**src/rtl/tdm_demux_1x8_if.sv**
```systemverilog
// Serial sample input and parallel frame output bundle of the 1:8 TDM demultiplexer.
interface tdm_demux_1x8_if #(
   parameter int W = 4
);
   logic [W-1:0]   din;
   logic           din_vld;
   logic           fsync;
   logic [8*W-1:0] y;
   logic           y_vld;
   logic [2:0]     slot;
   logic           locked;
   logic           err;

   modport master (
      output din, din_vld, fsync,
      input  y, y_vld, slot, locked, err
   );

   modport slave (
      input  din, din_vld, fsync,
      output y, y_vld, slot, locked, err
   );
endinterface

```
**src/rtl/tdm_demux_1x8.sv**
```systemverilog
// 1:8 TDM demux: fsync-framed serial samples are staged and released as a parallel frame
// one cycle after the slot-7 beat; no backpressure, one sample accepted per valid beat.
module tdm_demux_1x8 #(
   parameter int W = 4
) (
   input  logic           clk,
   input  logic           rst_n,
   tdm_demux_1x8_if.slave bus
);

   typedef enum logic {HUNT = 1'b0, FILL = 1'b1} state_t;

   state_t              state_q, state_d;
   logic [2:0]          cnt_q, cnt_d;
   logic [7:0][W-1:0]   stg_q, stg_d;
   logic [8*W-1:0]      y_q, y_d;
   logic                y_vld_q, y_vld_d;
   logic                err_q, err_d;

   always_comb begin
      state_d = state_q;
      cnt_d   = cnt_q;
      stg_d   = stg_q;
      y_d     = y_q;
      y_vld_d = 1'b0;
      err_d   = 1'b0;

      if (bus.din_vld) begin
         case (state_q)
            HUNT: begin
               if (bus.fsync) begin
                  stg_d[0] = bus.din;
                  cnt_d    = 3'd1;
                  state_d  = FILL;
               end
            end
            FILL: begin
               if (bus.fsync) begin
                  // A sync anywhere but a frame boundary drops the partial frame.
                  err_d    = (cnt_q != 3'd0);
                  stg_d[0] = bus.din;
                  cnt_d    = 3'd1;
               end else begin
                  stg_d[cnt_q] = bus.din;
                  cnt_d        = cnt_q + 3'd1;
                  if (cnt_q == 3'd7) begin
                     y_d     = {bus.din, stg_q[6:0]};
                     y_vld_d = 1'b1;
                  end
               end
            end
            default: state_d = HUNT;
         endcase
      end
   end

   always_ff @(posedge clk) begin
      if (!rst_n) begin
         state_q <= HUNT;
         cnt_q   <= 3'd0;
         stg_q   <= '0;
         y_q     <= '0;
         y_vld_q <= 1'b0;
         err_q   <= 1'b0;
      end else begin
         state_q <= state_d;
         cnt_q   <= cnt_d;
         stg_q   <= stg_d;
         y_q     <= y_d;
         y_vld_q <= y_vld_d;
         err_q   <= err_d;
      end
   end

   assign bus.y      = y_q;
   assign bus.y_vld  = y_vld_q;
   assign bus.slot   = cnt_q;
   assign bus.locked = (state_q == FILL);
   assign bus.err    = err_q;

endmodule

```
**src/flat_wrapper.sv**
```systemverilog
// flat-port wrapper written by rule: the top's interface ports become plain ports
module tdm_demux_1x8_flat 
#(
   parameter int W = 4
)
  (clk, rst_n, bus_din, bus_din_vld, bus_fsync, bus_y, bus_y_vld, bus_slot, bus_locked, bus_err);
  tdm_demux_1x8_if #(.W(W)) bus_i ();
  input  logic clk;
  input  logic rst_n;
  input wire logic [$bits(bus_i.din)-1:0] bus_din;
  input wire logic [$bits(bus_i.din_vld)-1:0] bus_din_vld;
  input wire logic [$bits(bus_i.fsync)-1:0] bus_fsync;
  output wire logic [$bits(bus_i.y)-1:0] bus_y;
  output wire logic [$bits(bus_i.y_vld)-1:0] bus_y_vld;
  output wire logic [$bits(bus_i.slot)-1:0] bus_slot;
  output wire logic [$bits(bus_i.locked)-1:0] bus_locked;
  output wire logic [$bits(bus_i.err)-1:0] bus_err;
  assign bus_i.din = bus_din;
  assign bus_i.din_vld = bus_din_vld;
  assign bus_i.fsync = bus_fsync;
  assign bus_y = bus_i.y;
  assign bus_y_vld = bus_i.y_vld;
  assign bus_slot = bus_i.slot;
  assign bus_locked = bus_i.locked;
  assign bus_err = bus_i.err;
  tdm_demux_1x8 #(.W(W)) u_core (.clk(clk), .rst_n(rst_n), .bus(bus_i));
endmodule
```
**config.mk**
```make
export PLATFORM = sky130hd
export DESIGN_NAME = tdm_demux_1x8_flat
export DESIGN_NICKNAME = d
export VERILOG_FILES = /design/src/rtl/tdm_demux_1x8_if.sv /design/src/rtl/tdm_demux_1x8.sv /design/src/flat_wrapper.sv
export SDC_FILE = /design/constraint.sdc
export NUM_CORES = 1
export LEC_CHECK = 0
export ABC_CLOCK_PERIOD_IN_PS = 1420
export CAP_MARGIN = 20
export CORE_MARGIN = 5
export CORE_UTILIZATION = 40
export DETAILED_ROUTE_END_ITERATION = 10
export DONT_BUFFER_PORTS = 1
export SLEW_MARGIN = 0
export SYNTH_ARGS = -nofsm -noshare
export SYNTH_HDL_FRONTEND = slang
export SYNTH_SLANG_ARGS = --single-unit
```
**constraint.sdc**
```tcl
create_clock -name clk -period 1.42 [get_ports clk]
set_input_delay 0.142 -clock clk [delete_from_list [all_inputs] [get_ports clk]]
set_output_delay 0.142 -clock clk [all_outputs]
set_load 0.05 [all_outputs]
```
After elaboration in Yosys (flattened, before gate mapping):

Cells that the tools add are included.
W data, S select, Z words.

* register bits: 70
* input bits: 8

* add/sub/neg operators: 1
* $lt $le $gt $ge: 2
* eq/ne operators: 2
* muxes and demuxes: 12
* bitwise logic cells: 4
* reductions and logical operators: 7

Operators by type and width (count)
* $bwmux W32: 1
* $demux W4 S3: 1
* $mux W4: 3
* $pmux W4 S2: 1
* $reduce_and A4 Y1: 2
* $mux W3: 2
* $pmux W3 S2: 1
* $lt A3 B4 Y1 const B: 1
* $not A1 Y1: 4
* $reduce_or A4 Y1: 1
* $add A3 B1 Y3 const B: 1
* $eq A3 B3 Y1 const B: 1
* $ge A3 B1 Y1 const B: 1
* $mux W1: 3
* $reduce_and A3 Y1: 1
* $reduce_bool A3 Y1: 1
* $ne A2 B2 Y1 const B: 1
* $reduce_and A2 Y1: 1
* $logic_and A1 B1 Y1: 1

Logic depth before layout (Yosys ltp):

Gate-level depths: netlist (run 1).

* word-level depth: 7
* depth in mapped cells: 7
* gate-level depth less buffers: 5

Worst setup path after synthesis (run 1):

OpenSTA, ideal clock, no wires.

* path type: register to register
* from: reg u_core.cnt_q[1], in the netlist u_core.bus.slot[1]
* to: reg u_core.y_q[10], in the netlist u_core.bus.y[10]
* setup time: 128 ps
* data arrival time: 1768 ps
* slack: -476 ps
* cell stages (with the launch flop): 7
* buffers on the path: 2
* cell sequence: dfxtp_1 -> ha_1 -> ha_1 -> and4b_1 -> buf_2 -> clkbuf_1 -> o21ai_0

* longest elaborated chain between the ends: 2

RTL lines
* start, declared: line tdm_demux_1x8.sv:14 `logic [2:0] cnt_q, cnt_d;`
* start signal, assigned: line tdm_demux_1x8.sv:67 `cnt_q <= cnt_d;`
* $eq A3 B3 Y1: line tdm_demux_1x8.sv:46 `if (cnt_q == 3'd7) begin`
* $reduce_and A4 Y1 (no line)
* end signal, assigned: line tdm_demux_1x8.sv:69 `y_q <= y_d;`
* end, declared: line tdm_demux_1x8.sv:16 `logic [8*W-1:0] y_q, y_d;`

No other way between the ends.
A chain may end at the register's enable or synchronous reset.

Final worst setup path (run 1):

* from: reg u_core.cnt_q[0], in the netlist u_core.bus.slot[0]
* to: reg u_core.y_q[7], in the netlist u_core.bus.y[7]

Same word-level chain as after synthesis.

==> results of run 1 <==
-- how the worst max path moves through the flow --
stage,slack [ns],start,endpoint,cells after the start
after floorplan,-0.03,u_core.bus.slot[1],u_core.bus.y[18],7
after global placement,0.06,u_core.bus.slot[0],u_core.bus.y[19],6
after detailed placement,0.009,u_core.bus.slot[0],u_core.bus.y[8],6
after CTS,0.02,u_core.bus.slot[0],u_core.bus.y[19],6
after global routing,-0.09,u_core.bus.slot[0],u_core.bus.y[7],6
final,-0.02,u_core.bus.slot[0],u_core.bus.y[7],6
-- metal layers --
layer	wire length (µm)	share of wire	up-vias	track usage
li1	-	-	1191	-
met2	3590	0.49	59	0.266
met1	3310	0.45	1154	0.200
met5	0	0	-	0
met4	129	0.017	0	0.0645
met3	369	0.050	12	0.0625
-- power by group through the flow --
stage	sequential (W)	clock, W	combinational, W
CTS	0.00188	0.00145	0.000156
global route	0.00188	0.00157	0.000177
detailed placement	0.00192	0	0.0000969
finish	0.00188	0.00144	0.000165
global placement	0.00192	0	0.0000947
floorplan	0.00193	0	0.0000994
-- registers in the layout, indices dropped and copies added (netlist names) --
signal             flops
u_core.bus.y_vld       1
u_core.stg_q          28
u_core.bus.err         1
u_core.bus.slot        3
u_core.bus.locked      1
u_core.bus.y          32
-- through the flow --
stage          worst slack [ns]  cell area, µm²   util  total power, W  setup TNS, ns
2_1_floorplan           -0.0276            2640      -         0.00203         -0.337
5_1_grt                 -0.0879            3860  0.612         0.00363          -1.33
3_5_place_dp            0.00883            2960  0.468         0.00202              0
3_3_place_gp             0.0597            2960  0.468         0.00201              0
4_1_cts                  0.0163            3630  0.575         0.00348              0
6_report                -0.0236            3860  0.612         0.00348        -0.0290
-- cells by family (layout without fill, tap and decap cells) --
logic type / Yosys count / after routing / synth area share
AO/OA/AOI/OAI: 47 / 47 / 0.0990
adder cells (fa/ha/maj): 3 / 3 / 0.0146
buffers and inverters: 27 / 120 / 0.0422
flip-flops: 66 / 66 / 0.512
multiplexers: 24 / 24 / 0.0932
AND/OR/NAND/NOR: 123 / 124 / 0.239
-- cells in the final DEF, fill, tap and decap left out, drive strengths merged --
cell type	instances
or4	1
buf	46
and4b	2
a21oi	3
nand3	35
o211ai	4
clkinvlp	1
a22oi	2
clkbuf	19
mux2i	24
nor3b	1
and3b	6
nand4	4
nand2b	1
nor2b	3
dfxtp	66
ha	3
clkinv	1
inv	3
and2	2
nand3b	5
nor2	1
nor4b	2
a31oi	4
nand2	61
dlygate4sd3	50
o21ai	34
-- area by class of cell --
class / count / area share
Clock inverter: 2 / 0.00324
Sequential cell: 66 / 0.346
Timing Repair Buffer: 101 / 0.263
Clock buffer: 14 / 0.0421
Tap cell: 77 / 0.0249
Multi-Input combinational cell: 198 / 0.318
Inverter: 3 / 0.00291
-- worst max-delay path: stages, from the launching register on --
cell and delay, ns:
dfxtp_4 0.39, ha_4 0.14, ha_4 0.12, and4b_4 0.36, clkbuf_16 0.18, nand3_1 0.07, o21ai_1 0.12
-- timing repair --
item / in CTS / in global routing
pin swaps: 0 / 4
hold buffers: 49 / 2
buffers inserted: 0 / 1
gates cloned: 0 / 8
endpoints found under the hold margin: 66 / 2
resized for setup: 1 / 23
setup endpoints to repair: 1 / 31
==> key figures, run 1 <==
Run status
  – Status: finished, violations left
  – Violated checks: negative setup slack

Timing
  – Fin. Hold Viols: 0
  – Skew final: 0.0123 ns
  – # setup viols final: 3
  – WHS: between 0.015 and 0.02 ns
  – Worst-Margin Slew: 0.483 ns
  – Unrepaired setup endpoints after global routing: true
  – Pins Over Slew Limit: 0
  – Slew headroom: 0.678
  – Crit path time final: 1.44 ns
  – Final period utilization: 1.02
  – Final Worst Setup Slack: -0.0236 ns
  – Top achievable clock speed: approximately 690 MHz

Power
  – PwrDens: 901 nW/µm²
  – Comb power frac: 0.048
  – Internal: 0.00266 W
  – Switch Pwr: approximately 0.0008 W
  – Net Sw Frac: 0.236
  – Leakage: around 1.5 nW
  – VDD IR-drop max: 0.617 mV
  – Clk pwr share: 0.413
  – Sequential Power Share: 0.540

Drt
  – Routed WL: 7400 µm
  – DR vias/cell: 5.24
  – Wire length per cell: 16.0 µm
  – DR pass1 iterations: 4
  – Post-DRT Antenna Nets: 0
  – Initial DRC count: 110
  – Via count: 2416
  – DRC viols: 0

Logic synthesis
  – Library cells used by synthesis: 26
  – Yosys top cell area share: 0.512
  – EDFF count, synth: 0
  – Synth area leader: dfxtp_1
  – Syn Inst Count: 290
  – Syn Std Cell Area: 2580 µm²
  – Register area share after synthesis: 0.512
  – FFs w/ async S/R, synth: 0
  – Top post-synthesis cells by area: dfxtp_1 (51%), mux2i_1 (9.3%), nand2_1 (8.9%), nand3_1 (6.8%), o21ai_0 (6.6%)
  – Post-Syn Nets: between 300 and 400
  – Avg Inst Size Synth: 8.89 µm²
  – Top post-synthesis cells by count: dfxtp_1 (66), nand2_1 (61), nand3_1 (35)
  – Synth Warn #: 0
  – Most frequent cell after synthesis: dfxtp_1
  – Yosys reg bits: 66
  – Top_reg_cell synth: dfxtp_1

Die
  – Die Y: 90.3 µm
  – Full die area: ~8200 µm²
  – Core ar.: 6310 µm²
  – Io pins: 46
  – Row cnt: 29
  – Initial Util: 0.408
  – Die Wd: 90.3 µm

Final layout
  – Footprint of the multi-input gates: 1230 µm²
  – N_diodes: 0
  – Share of cells above drive strength 1: 0.214
  – Final Non-Filler Cells: 461
  – Register area: 1340 µm²
  – P&R area growth vs syn: 49.8%
  – FILL cells: 530
  – Fin nets: 390

Worst hold path
  – WHS Path Cells: 2
  – Hold Path End: u_core.stg_q[0]
  – Hold Path Class: in2reg
  – Hold path startpoint: bus_fsync

Global route
  – Vias in the first global route: 2339
  – Overflow after GRT: 0
  – First-pass GRT wire length: 11000 µm
  – Largest net degree at the start of global routing: 58
  – Total GRT Usage: 0.166
  – Initial antenna violation count: 0

Placement
  – Gp weighted congestion: 0.759
  – Detailed placer's ending HPWL: 3550 µm
  – Cells after DPL: ~390
  – Port Buffer Count: 0

Setup path
  – Reg2Reg Depth: 6
  – Setup CP Type: reg2reg
  – Crit path max fanout: 6
  – Worst path required time: 1.69 ns
  – Internal reg-to-reg setup slack: -0.02 ns
  – CP Capture Type: register
  – Worst R2R End: u_core.bus.y[7]
  – Critical Path AT: 1.71 ns
  – Worst r2r src: u_core.bus.slot[0]
  – Crit start category: register

Clocking
  – Reg clk slew, reported paths: 0.08 ns
  – Sink Count: 66
  – Max Buffers Root-to-Sink: 2
  – CTS tree: yes
  – Worst-skew pair later-pin latency: 0.34 ns
  – CTS H-tree depth: 3
  – CTS Buf Count: 9
  – Root buffer cell: clkbuf_8

Flow run
  – Max-cap violations: 0
No activity file was read; power rests on OpenSTA's default activity.
==> run 2: changes to the inputs <==
GPL_ROUTABILITY_DRIVEN = 0   (was default)
==> results of run 2 <==
Final layout, timing and power as in run 1 (identical DEF).
==> run 3: changes to the inputs <==
ABC_AREA = 1   (was default)
CELL_PAD_IN_SITES_DETAIL_PLACEMENT = 1   (was default)
CELL_PAD_IN_SITES_GLOBAL_PLACEMENT = 1   (was default)
GPL_TIMING_DRIVEN = 0   (was default)
PLACE_DENSITY_LB_ADDON = 0.1   (was default)
==> key figures, run 3 <==
Timing
  – Top achievable clock speed: 642 MHz
  – Worst-Margin Slew: 0.673 ns
  – Unrepaired setup endpoints after global routing: true
  – TNS Setup: -2.74 ns
  – # setup viols final: 32
  – Pins Over Slew Limit: 0
  – Fin. Hold Viols: 0
  – WHS: 0.157 ns
  – Skew final: 0.00859 ns
  – Final period utilization: 1.10
  – Crit path time final: ~1.6 ns
  – Final Worst Setup Slack: -0.139 ns
  – Slew headroom: 0.551

Final layout
  – P&R area growth vs syn: 25.6%
  – Commonest non-fill, non-tap cell in the layout: nor2_1
  – Fin nets: 373
  – FILL cells: 750
  – N_diodes: 0
  – Share of cells above drive strength 1: 0.188
  – Post-route cell area: 3110 µm²
  – Max FFs per register: 32
  – Most frequent cells in the layout: nor2_1 (106), nand2_1 (66), dfxtp_1 (62), o21ai_0 (19), nor2_2 (18)

Logic synthesis
  – EDFF count, synth: 0
  – Top post-synthesis cells by area: dfxtp_1 (53%), nor2_1 (20%), nand2_1 (10%), o21ai_0 (5.7%), inv_1 (2.0%)
  – Top post-synthesis cells by count: nor2_1 (130), dfxtp_1 (66), nand2_1 (66)
  – Most frequent cell after synthesis: nor2_1
  – Post-Syn Nets: approximately 350
  – Synth Warn #: 0
  – Syn Inst Count: 340
  – Yosys reg bits: 66
  – Syn Std Cell Area: 2480 µm²
  – Top_reg_cell synth: dfxtp_1
  – Yosys top cell area share: 0.534
  – Register area share after synthesis: 0.534
  – Library cells used by synthesis: 17
  – Avg Inst Size Synth: 7.28 µm²
  – Synth area leader: dfxtp_1
  – FFs w/ async S/R, synth: 0

Run status
  – Status: finished, violations left
  – Violated checks: negative setup slack

Placement
  – Port Buffer Count: 0
  – Detailed placer's ending HPWL: 4240 µm
  – Area post-placement: 2580 µm²

Die
  – Die Y: 88.7 µm
  – Io pins: 46
  – Core ar.: 5960 µm²
  – Row cnt: 28
  – Initial Util: 0.416
  – Die Wd: around 89 µm
  – Full die area: 7860 µm²

Power
  – Leakage: 1.32 nW
  – PwrDens: 1170 nW/µm²
  – Net Sw Frac: 0.225
  – Comb power frac: 0.043
  – Switch Pwr: 0.000820 W
  – VDD IR-drop max: 0.689 mV
  – Clk pwr share: 0.435
  – Sequential Power Share: 0.523
  – Internal: between 0.002 and 0.003 W

Drt
  – DR vias/cell: 4.92
  – Wire length per cell: between 15 and 20 µm
  – Post-DRT Antenna Nets: 0
  – Initial DRC count: between 60 and 70
  – DRC viols: 0
  – DR pass1 iterations: 4
  – Routed WL: 6780 µm
  – Via count: roughly 2200

Setup path
  – Critical Path AT: 1.83 ns
  – Setup CP Type: reg2reg
  – Crit path max fanout: 7
  – Worst path required time: between 1.5 and 2 ns
  – Crit start category: register
  – Internal reg-to-reg setup slack: -0.14 ns
  – Critical Path Source: u_core.bus.slot[1]
  – Worst r2r src: u_core.bus.slot[1]
  – CP Capture Type: register

Clocking
  – Worst-skew pair later-pin latency: 0.33 ns
  – Root buffer cell: clkbuf_8
  – Sink Count: 66
  – Reg clk slew, reported paths: 0.07 ns
  – CTS Buf Count: 9
  – Max Buffers Root-to-Sink: 2
  – CTS H-tree depth: 3
  – CTS tree: yes

Worst hold path
  – Hold path startpoint: bus_din_vld
  – Hold Path Class: in2reg

Global route
  – Total GRT Usage: 0.185
  – Largest net degree at the start of global routing: 11
  – Vias in the first global route: 2221
  – Initial antenna violation count: 0
  – First-pass GRT wire length: 11000 µm
  – Overflow after GRT: 0

Flow run
  – Max-cap violations: 0
==> run 3: changes by cell type in the layout (fill, tap and decap cells not counted), sizes merged, moves of 3 or more <==
cell	previous run	this run
nor2	1	131
dlygate4sd3	50	6
buf	46	13
nand3	35	10
mux2i	24	0
inv	3	14
and3b	6	0
nand2	61	66
nand3b	5	0
a31oi	4	0
nand4	4	0
o211ai	4	0
nor2b	3	0
==> run 3: layout make-up <==
type | instances | area (µm²) | share of cell area
sequential | 66 | 1340 | 0.430
multi-input combinational | 247 | 1180 | 0.381
clock buffer | 14 | 163 | 0.0523
timing repair buffer | 11 | 143 | 0.0459
buffer | 13 | 101 | 0.0326
tap | 75 | 93.8 | 0.0302
inverter | 14 | 55.1 | 0.0177
clock inverter | 2 | 35.0 | 0.0113
==> run 3: worst max-delay path: stages, from the launching register on <==
cell	delay, ns
dfxtp_4	0.49
ha_4	0.18
ha_4	0.12
inv_2	0.04
nor2_4	0.18
buf_6	0.16
clkbuf_16	0.15
o21ai_1	0.06
nor2_1	0.13
==> run 3: what timing repair did <==
action | in CTS | in global routing
pin swaps | 2 | 12
endpoints found under the setup margin | 61 | 59
endpoints found under the hold margin | 6 | 0
gates cloned | 1 | 1
hold buffers | 6 | 0
buffers inserted | 3 | 0
resized for setup | 52 | 17
==> run 3: layer usage <==
| layer | share of wire | wire [µm] | GRT usage | up-vias |
|---|---|---|---|---|
| met1 | 0.44 | 3010 | 0.220 | 1013 |
| met2 | 0.49 | 3290 | 0.312 | 45 |
| met5 | 0 | 0 | 0 | - |
| met4 | 0.019 | 132 | 0.0769 | 0 |
| met3 | 0.051 | 344 | 0.0521 | 14 |
| li1 | - | - | - | 1104 |
==> run 3: per-stage QoR <==
| stage | std cells | setup slack [ns] | power [W] | util |
|---|---|---|---|---|
| 3_3_place_gp | 415 | -0.177 | 0.00207 | 0.433 |
| 2_1_floorplan | 340 | 0.0418 | 0.00203 | - |
| 3_5_place_dp | 415 | -0.196 | 0.00207 | 0.433 |
| 4_1_cts | 441 | -0.0933 | 0.00367 | 0.508 |
| 6_report | 442 | -0.139 | 0.00364 | 0.522 |
| 5_1_grt | 442 | -0.232 | 0.00381 | 0.522 |
==> run 3: cells by family after synthesis <==
logic type / Yosys count / synth area share
and+or+nand+nor: 207 / 0.324
DFF: 66 / 0.534
AOI/OAI and AO/OA: 37 / 0.0758
buffers and inverters: 27 / 0.0515
adders and majority gates: 3 / 0.0152
==> run 3: path summary, 6_finish.rpt <==
check                       endpoint  depth (start not counted)
setup / recovery     u_core.bus.y[4]                          8
hold / removal    u_core.bus.slot[2]                          4
setup reg to reg     u_core.bus.y[4]                          8
hold reg to reg      u_core.bus.y[1]                          2
==> run 3: power groups by stage <==
stage | logic (W) | registers [W] | clock network [W]
3_5_place_dp | 0.000130 | 0.00194 | 0
5_1_grt | 0.000175 | 0.00190 | 0.00173
2_1_floorplan | 0.0000946 | 0.00194 | 0
4_1_cts | 0.000148 | 0.00190 | 0.00162
3_3_place_gp | 0.000128 | 0.00194 | 0
6_report | 0.000155 | 0.00190 | 0.00158
